[config.mk]
export PLATFORM = sky130hd
export DESIGN_NAME = wdt_reg_if
export DESIGN_NICKNAME = d
export VERILOG_FILES = /design/src/rtl/wdt_pkg.sv /design/src/rtl/wdt_reg_if_sync2.sv /design/src/rtl/wdt_reg_if.sv
export SDC_FILE = /design/constraint.sdc
export NUM_CORES = 1
export LEC_CHECK = 0
export CORE_MARGIN = 2
export CORE_UTILIZATION = 48
export DETAILED_ROUTE_END_ITERATION = 12
export PLACE_DENSITY_LB_ADDON = 0.2
export SLEW_MARGIN = 5
export SYNTH_ARGS = -nofsm -noshare
export SYNTH_HDL_FRONTEND = slang
export SYNTH_SLANG_ARGS = --single-unit
export TNS_END_PERCENT = 50
[constraint.sdc]
create_clock -name clk -period 3 [get_ports clk]
set_clock_uncertainty 0.05 [all_clocks]
set_input_delay 0.6 -clock clk [delete_from_list [all_inputs] [get_ports clk]]
set_output_delay 0.6 -clock clk [all_outputs]
set_load 0.01 [all_outputs]
[src/rtl/wdt_pkg.sv]
// Shared definitions for the watchdog register front end: register map,
// STATUS/CTRL bit positions and the bus handshake state type.
package wdt_pkg;

    localparam logic [7:0] ADDR_CTRL   = 8'h00;
    localparam logic [7:0] ADDR_KICK   = 8'h04;
    localparam logic [7:0] ADDR_TOCNT  = 8'h08;
    localparam logic [7:0] ADDR_STATUS = 8'h0C;

    localparam int CTRL_WDEN_BIT     = 0;
    localparam int KICK_GO_BIT       = 0;
    localparam int ST_WTO_SYNC_BIT   = 0;
    localparam int ST_LIVE_BUSY_BIT  = 1;
    localparam int ST_TO_FLAG_BIT    = 2;

    typedef enum logic {
        IDLE = 1'b0,
        RESP = 1'b1
    } wdt_if_state_e;

    // Build the STATUS read word from its three live bits.
    function automatic logic [31:0] status_word(input logic wto_sync,
                                                input logic live_busy,
                                                input logic to_flag);
        logic [31:0] w;
        w = '0;
        w[ST_WTO_SYNC_BIT]  = wto_sync;
        w[ST_LIVE_BUSY_BIT] = live_busy;
        w[ST_TO_FLAG_BIT]   = to_flag;
        return w;
    endfunction

endpackage

[src/rtl/wdt_reg_if_sync2.sv]
// Two-flop synchronizer bringing an asynchronous level into the clk domain.
module wdt_sync2 (
    input  logic clk,
    input  logic rst,
    input  logic d,
    output logic q
);

    logic meta_reg;
    logic sync_reg;

    always_ff @(posedge clk or negedge rst) begin
        if (!rst) begin
            meta_reg <= 1'b0;
            sync_reg <= 1'b0;
        end else begin
            meta_reg <= d;
            sync_reg <= meta_reg;
        end
    end

    assign q = sync_reg;

endmodule

[src/rtl/wdt_reg_if.sv]
// Bus register front end for the watchdog: CTRL/KICK/TOCNT/STATUS registers,
// kick stretching toward the WDT domain and timeout flag/interrupt reporting.
module wdt_reg_if
    import wdt_pkg::*;
#(
    parameter int          LIVE_HOLD = 8,
    parameter logic [31:0] RST_TOCNT = 32'hFFFF_FFFF
) (
    input  logic        clk,
    input  logic        rst,
    input  logic        req_valid,
    output logic        req_ready,
    input  logic        req_write,
    input  logic [7:0]  req_addr,
    input  logic [31:0] req_wdata,
    output logic        resp_valid,
    input  logic        resp_ready,
    output logic [31:0] resp_rdata,
    output logic        resp_err,
    output logic        WDEN,
    output logic        WDLIVE,
    output logic [31:0] WTOCNT,
    input  logic        WTO,
    output logic        wdt_irq
);

    localparam logic [7:0] LIVE_HOLD_8 = 8'(LIVE_HOLD);

    wdt_if_state_e state_reg, state_next;
    logic [31:0]   rdata_reg, rdata_next;
    logic          err_reg, err_next;
    logic          wden_reg, wden_next;
    logic [31:0]   tocnt_reg, tocnt_next;
    logic [7:0]    cnt_reg, cnt_next;
    logic          wdlive_reg, wdlive_next;
    logic          to_flag_reg, to_flag_next;
    logic          wto_sync;
    logic          wto_sync_d_reg;

    logic [7:0]    word_addr;
    logic          accept;
    logic          wr_ctrl, wr_kick, wr_tocnt, wr_clr;
    logic          dec_err;
    logic [31:0]   dec_rdata;
    logic          wto_rise;
    logic          unused_addr_lsb;

    assign unused_addr_lsb = &{1'b0, req_addr[1:0]};

    wdt_sync2 u_wto_sync (
        .clk (clk),
        .rst (rst),
        .d   (WTO),
        .q   (wto_sync)
    );

    assign word_addr = {req_addr[7:2], 2'b00};
    assign accept    = (state_reg == IDLE) && req_valid;
    assign wto_rise  = wto_sync && !wto_sync_d_reg;

    // Address decode: selects the register effect and the response payload.
    always_comb begin
        wr_ctrl   = 1'b0;
        wr_kick   = 1'b0;
        wr_tocnt  = 1'b0;
        wr_clr    = 1'b0;
        dec_err   = 1'b0;
        dec_rdata = '0;
        case (word_addr)
            ADDR_CTRL: begin
                if (req_write) wr_ctrl = 1'b1;
                else           dec_rdata[CTRL_WDEN_BIT] = wden_reg;
            end
            ADDR_KICK: begin
                if (req_write) wr_kick = req_wdata[KICK_GO_BIT];
            end
            ADDR_TOCNT: begin
                if (req_write) begin
                    if (wden_reg) dec_err  = 1'b1;
                    else          wr_tocnt = 1'b1;
                end else begin
                    dec_rdata = tocnt_reg;
                end
            end
            ADDR_STATUS: begin
                if (req_write) begin
                    if (req_wdata[ST_TO_FLAG_BIT]) wr_clr  = 1'b1;
                    else                           dec_err = 1'b1;
                end else begin
                    dec_rdata = status_word(wto_sync, cnt_reg != 8'd0, to_flag_reg);
                end
            end
            default: dec_err = 1'b1;
        endcase
    end

    always_comb begin
        state_next = state_reg;
        rdata_next = rdata_reg;
        err_next   = err_reg;
        case (state_reg)
            IDLE: begin
                if (req_valid) begin
                    state_next = RESP;
                    rdata_next = dec_err ? 32'd0 : dec_rdata;
                    err_next   = dec_err;
                end
            end
            RESP: begin
                if (resp_ready) state_next = IDLE;
            end
            default: state_next = IDLE;
        endcase
    end

    always_comb begin
        wden_next  = wden_reg;
        tocnt_next = tocnt_reg;
        if (accept && wr_ctrl)  wden_next  = req_wdata[CTRL_WDEN_BIT];
        if (accept && wr_tocnt) tocnt_next = req_wdata;
    end

    // Disabling the watchdog kills any kick in flight; a kick while
    // disabled is silently ignored; a kick while busy simply reloads.
    always_comb begin
        cnt_next = cnt_reg;
        if (accept && wr_ctrl && !req_wdata[CTRL_WDEN_BIT]) begin
            cnt_next = 8'd0;
        end else if (accept && wr_kick && wden_reg) begin
            cnt_next = LIVE_HOLD_8;
        end else if (cnt_reg != 8'd0) begin
            cnt_next = cnt_reg - 8'd1;
        end
        wdlive_next = (cnt_next != 8'd0);
    end

    // A new timeout edge takes priority over a simultaneous W1C clear.
    always_comb begin
        to_flag_next = to_flag_reg;
        if (wto_rise)               to_flag_next = 1'b1;
        else if (accept && wr_clr)  to_flag_next = 1'b0;
    end

    always_ff @(posedge clk or negedge rst) begin
        if (!rst) begin
            state_reg      <= IDLE;
            rdata_reg      <= '0;
            err_reg        <= 1'b0;
            wden_reg       <= 1'b0;
            tocnt_reg      <= RST_TOCNT;
            cnt_reg        <= 8'd0;
            wdlive_reg     <= 1'b0;
            to_flag_reg    <= 1'b0;
            wto_sync_d_reg <= 1'b0;
        end else begin
            state_reg      <= state_next;
            rdata_reg      <= rdata_next;
            err_reg        <= err_next;
            wden_reg       <= wden_next;
            tocnt_reg      <= tocnt_next;
            cnt_reg        <= cnt_next;
            wdlive_reg     <= wdlive_next;
            to_flag_reg    <= to_flag_next;
            wto_sync_d_reg <= wto_sync;
        end
    end

    assign req_ready  = (state_reg == IDLE);
    assign resp_valid = (state_reg == RESP);
    assign resp_rdata = rdata_reg;
    assign resp_err   = err_reg;
    assign WDEN       = wden_reg;
    assign WDLIVE     = wdlive_reg;
    assign WTOCNT     = tocnt_reg;
    assign wdt_irq    = to_flag_reg;

endmodule

### Word-level counts from Yosys, hierarchy flattened

Index checks and enable logic that the tools add are counted.

* output and inout bits: 70
* logic and storage cells: 61
* register bits after elaboration: 80

* reductions and logical operators: 16
* bitwise logic cells: 1
* eq/ne operators: 3
* $add $sub $neg: 1
* multiplexer cells: 29

Operators by type and width (count)
* two-way mux 32 bit: 2
* one-hot mux 31 bit (2 select lines): 1
* two-way mux 8 bit: 3
* two-way mux 1 bit: 19
* nonzero test 8 bit: 2
* == test 6 x 2 -> 1 bit, second input constant: 2
* logical AND 1 bit: 8
* zero test 8 bit: 1
* subtractor 8 x 1 -> 8 bit, second input constant: 1
* == test 6 x 1 -> 1 bit, second input constant: 1
* one-hot mux 1 bit (3 select lines): 2
* two-way mux 3 bit: 1
* zero test 1 bit: 2
* one-hot mux 1 bit (2 select lines): 1
* AND reduction 2 bit: 1
* nonzero test 2 bit: 1
* OR reduction 2 bit: 1
* NOT 1 bit: 1

### Depth between registers and ports, before layout

* word-level depth: 7
* mapped depth: 6

### Hierarchy

A second synthesis with hierarchy kept.

* cell total of the unflattened synthesis: 238
* area total of the unflattened synthesis: 3280.6 µm²

Modules (own cells, without submodules)
* wdt_reg_if: area each 3230.6 µm², sequential area each 1991.9 µm², times used 1, cells an instance 236
* wdt_sync2: area each 50.0 µm², sequential area each 50.0 µm², times used 1, cells an instance 2

### Worst setup path before layout

Ideal clock, no wire load.

* path type: input -> register
* start: in req_addr[5]
* end: reg wden_reg (netlist: WDEN)
* setup slack: 885 ps
* setup time: 127 ps
* arrival: 1938 ps
* cell stages on the path: 4
* cells stage by stage: or4_4 or3_4 nor2_2 mux2_1

* longest elaborated chain between the ends: 3

Ends and longest elaborated chain
* start, declared: RTL line wdt_reg_if.sv:14 `input logic [7:0] req_addr,`
* zero test 8 bit: RTL line wdt_reg_if.sv:69 `case (word_addr)`
* two-way mux 1 bit: RTL line wdt_reg_if.sv:69
* logical AND 1 bit: RTL line wdt_reg_if.sv:119 `if (accept && wr_ctrl) wden_next = req_wdata[CTRL_WDEN_BIT];`
* end signal, assigned: RTL line wdt_reg_if.sv:159 `wden_reg <= wden_next;`
* end, declared: RTL line wdt_reg_if.sv:32 `logic wden_reg, wden_next;`

No other way between the ends.
A chain may end at the register's enable or synchronous reset.

### Worst setup path after layout

Same ends and word-level chain as after synthesis.

==> results.md <==
* Outcome: complete, no violations
* P_int at 1.83 mW
* Total CTS buffers at 9
* Slew Limit Fails at 0
* Clk pwr share at 0.289
* Max FO, Critical Path at 4
* Bufs on Longest Clock Path at 2
* Area contributors post-synth: dfrtp_1, dfstp_2, mux2_2
* Fillcell total at around 490
* GRT overflow at 0
* Sw frac at 0.279
* Slew margin rel. at 0.346
* Unrepaired setup endpoints after global routing: no
* Min Clock Period, post-route at about 2300 ps
* Pwr Total at roughly 2.5 mW
* Initial antenna violation count at 0
* Die width at 86.9 um
* Post-synth ARST share at 1.00
* Initial detailed-routing violation count at 86
* Hold Path Class: flip-flop to flip-flop
* Starting Density at 0.491
* Post-cts sizing count at 0
* Hold Slack at 311 ps
* Psw at 0.709 mW
* Critical path required time at approximately 3200 ps
* Top Ports at 116
* Synth Area per Inst at 14.2 um2
* Critical path launch point type: input port
* Flop pwr share at 0.510
* Largest net degree at the start of global routing at 81
* HPWL Detailed at approximately 5000 um
* Yosys Warn Count at 0
* Combinational power share at 0.201
* Area of the die at 0.00755 mm2
* Port buffer count at 113
* Post-CTS setup buffers at 0
* Post-Syn Area at 0.00330 mm2
* First-pass GRT wire length at roughly 12000 um
* Final Instance Count excl. Fillers at 435
* Share of the synthesized area in the top cell type at 0.364
* Max VDD drop at approximately 0.28 mV
* ANT cells at 0
* Vias in the first global route at approximately 2400
* Die height at 86.9 um
* Register area share after synthesis at 0.619
* R2R setup slack at 840 ps
* Synth Flop Type: dfrtp_1
* Layout area overhead at 42.0%
* Detail Route Antenna Nets at 0
* Syn nets at 280
* Placed cell count at between 400 and 500
* Yosys top cell by area: dfrtp_1
* Cell Chain, Critical Path: clkdlybuf4s50_1, or4_4, or3_4, nor2_2, mux2_1
* Final setup violation count at 0
* Crit-path slowest cell: or4_4
* Worst-Skew Late Latency at 330 ps
* Clock transition at path regs at 80 ps
* Clock sinks at 80
* NumNets Final at 398
* Row count at 30
* Mapped Cells at 232
* Crit path largest cell delay at between 500 and 600 ps
* Synth cell count leaders: dfrtp_1, dfstp_2, a22o_1, mux2_2, nor2_1
* Post-synth EDFFs at 0
* Period utilization at 0.763
* Final setup TNS at 0 ps
* Routed WL at approximately 7500 um
* Global Route Usage Sum at 0.210
* Worst Tran Pin Value at ~980 ps
* H-Tree Depth at 3
* DRC Markers at 0
* Buffers & Inverters on Critical Path at 1
* CP delay by family, top: simple AND/OR/NAND/NOR gates
* Synth unique cells at 45
* Synthesized flop and latch total at 80
* Top-count cell post-synth: dfrtp_1
* Crit path capture type: flip-flop
* Core area at ~0.0067 mm2
* Pwr Density at approximately 540 mW/mm2
* Max Cap Viol at 0
* Hold bufs inserted after CTS at 0
* DR vias at ~2300
* Final Wtd Congestion at 0.810
* WL/cell at 17.1 um
* Max Freq at approximately 440 MHz
* TritonCTS clock tree: yes
* 1st-pass router iterations at 4
* Pleak at 1.95 nW
* WS Path Type: input port to flip-flop
* Clk root buf: clkbuf_8
* Endpoints failing hold at 0
* CP arrival at 2450 ps
* Via density at roughly 5.4
* Share of layout cells above drive strength 1 at 0.265
[cell type report]
cell class | count | area, um2 | area share
tap | 80 | 100 | 0.0214
multi-input combinational | 136 | 1160 | 0.247
sequential | 80 | 2040 | 0.436
timing repair buffer | 118 | 1180 | 0.252
clock buffer | 14 | 173 | 0.0369
inverter | 5 | 18.8 | 0.00401
clock inverter | 2 | 13.8 | 0.00294
[cell usage in the layout (no fill, tap or decap), drive strengths merged, types with 3 or more instances in the layout]
cell type	n
nor2	14
nand2	6
o21ai	5
mux2i	3
mux2	33
buf	6
clkbuf	14
nor4	3
dfrtp	48
a22o	29
dfstp	32
inv	6
clkdlybuf4s50	112
xnor2	5
[power groups by stage]
| stage | Clock [mW] | Combinational (mW) | Sequential (mW) |
|---|---|---|---|
| after global placement | 0 | 0.493 | 1.31 |
| after detailed placement | 0 | 0.513 | 1.31 |
| after global routing | 0.808 | 0.568 | 1.31 |
| after floorplan | 0 | 0.289 | 1.31 |
| after CTS | 0.760 | 0.516 | 1.29 |
| final | 0.735 | 0.510 | 1.30 |
[per-layer routing]
layer | track usage | share of wire | vias to the layer above
li1 | - | - | 1095
met1 | 0.282 | 0.45 | 1167
met2 | 0.325 | 0.48 | 68
met3 | 0.0626 | 0.063 | 2
met4 | 0.0767 | 0.0042 | 0
met5 | 0 | 0 | -
[through the flow]
stage / utilization / setup slack, ps / cell area [um2]
4_1_cts: 0.697 / 728 / 4680
3_5_place_dp: 0.669 / 368 / 4500
3_3_place_gp: 0.669 / 386 / 4500
2_1_floorplan: - / 885 / 3300
6_report: 0.697 / 710 / 4680
5_1_grt: 0.697 / 614 / 4680
[worst paths after layout]
path                       cells after the start                 from            to
max reg2reg                                    6           cnt_reg[0]        WDLIVE
min reg2reg                                    0  u_wto_sync.meta_reg  u_wto_sync.q
min in group asynchronous                      1                  rst        WDLIVE
max in group asynchronous                      1                  rst    cnt_reg[0]
min                                            0  u_wto_sync.meta_reg  u_wto_sync.q
max                                            5          req_addr[5]          WDEN
[kinds of logic after synthesis]
logic type               Yosys count  synth area share
AND/OR/NAND/NOR                   41            0.0782
buffers and inverters             16            0.0304
adder cells (fa/ha/maj)            2           0.00759
XOR/XNOR                           6            0.0159
multiplexers                      36             0.122
AO/OA/AOI/OAI                     51             0.127
flip-flops                        80             0.619
[worst register-to-register path: cells and delay by family (launching register included)]
kind / cells / cell delay (ps)
adders and majority gates: 1 / 260
AOI/OAI and AO/OA: 3 / 690
DFF: 1 / 440
and+or+nand+nor: 1 / 490
buffers and inverters: 1 / 140
No activity file was read; power rests on OpenSTA's default activity.
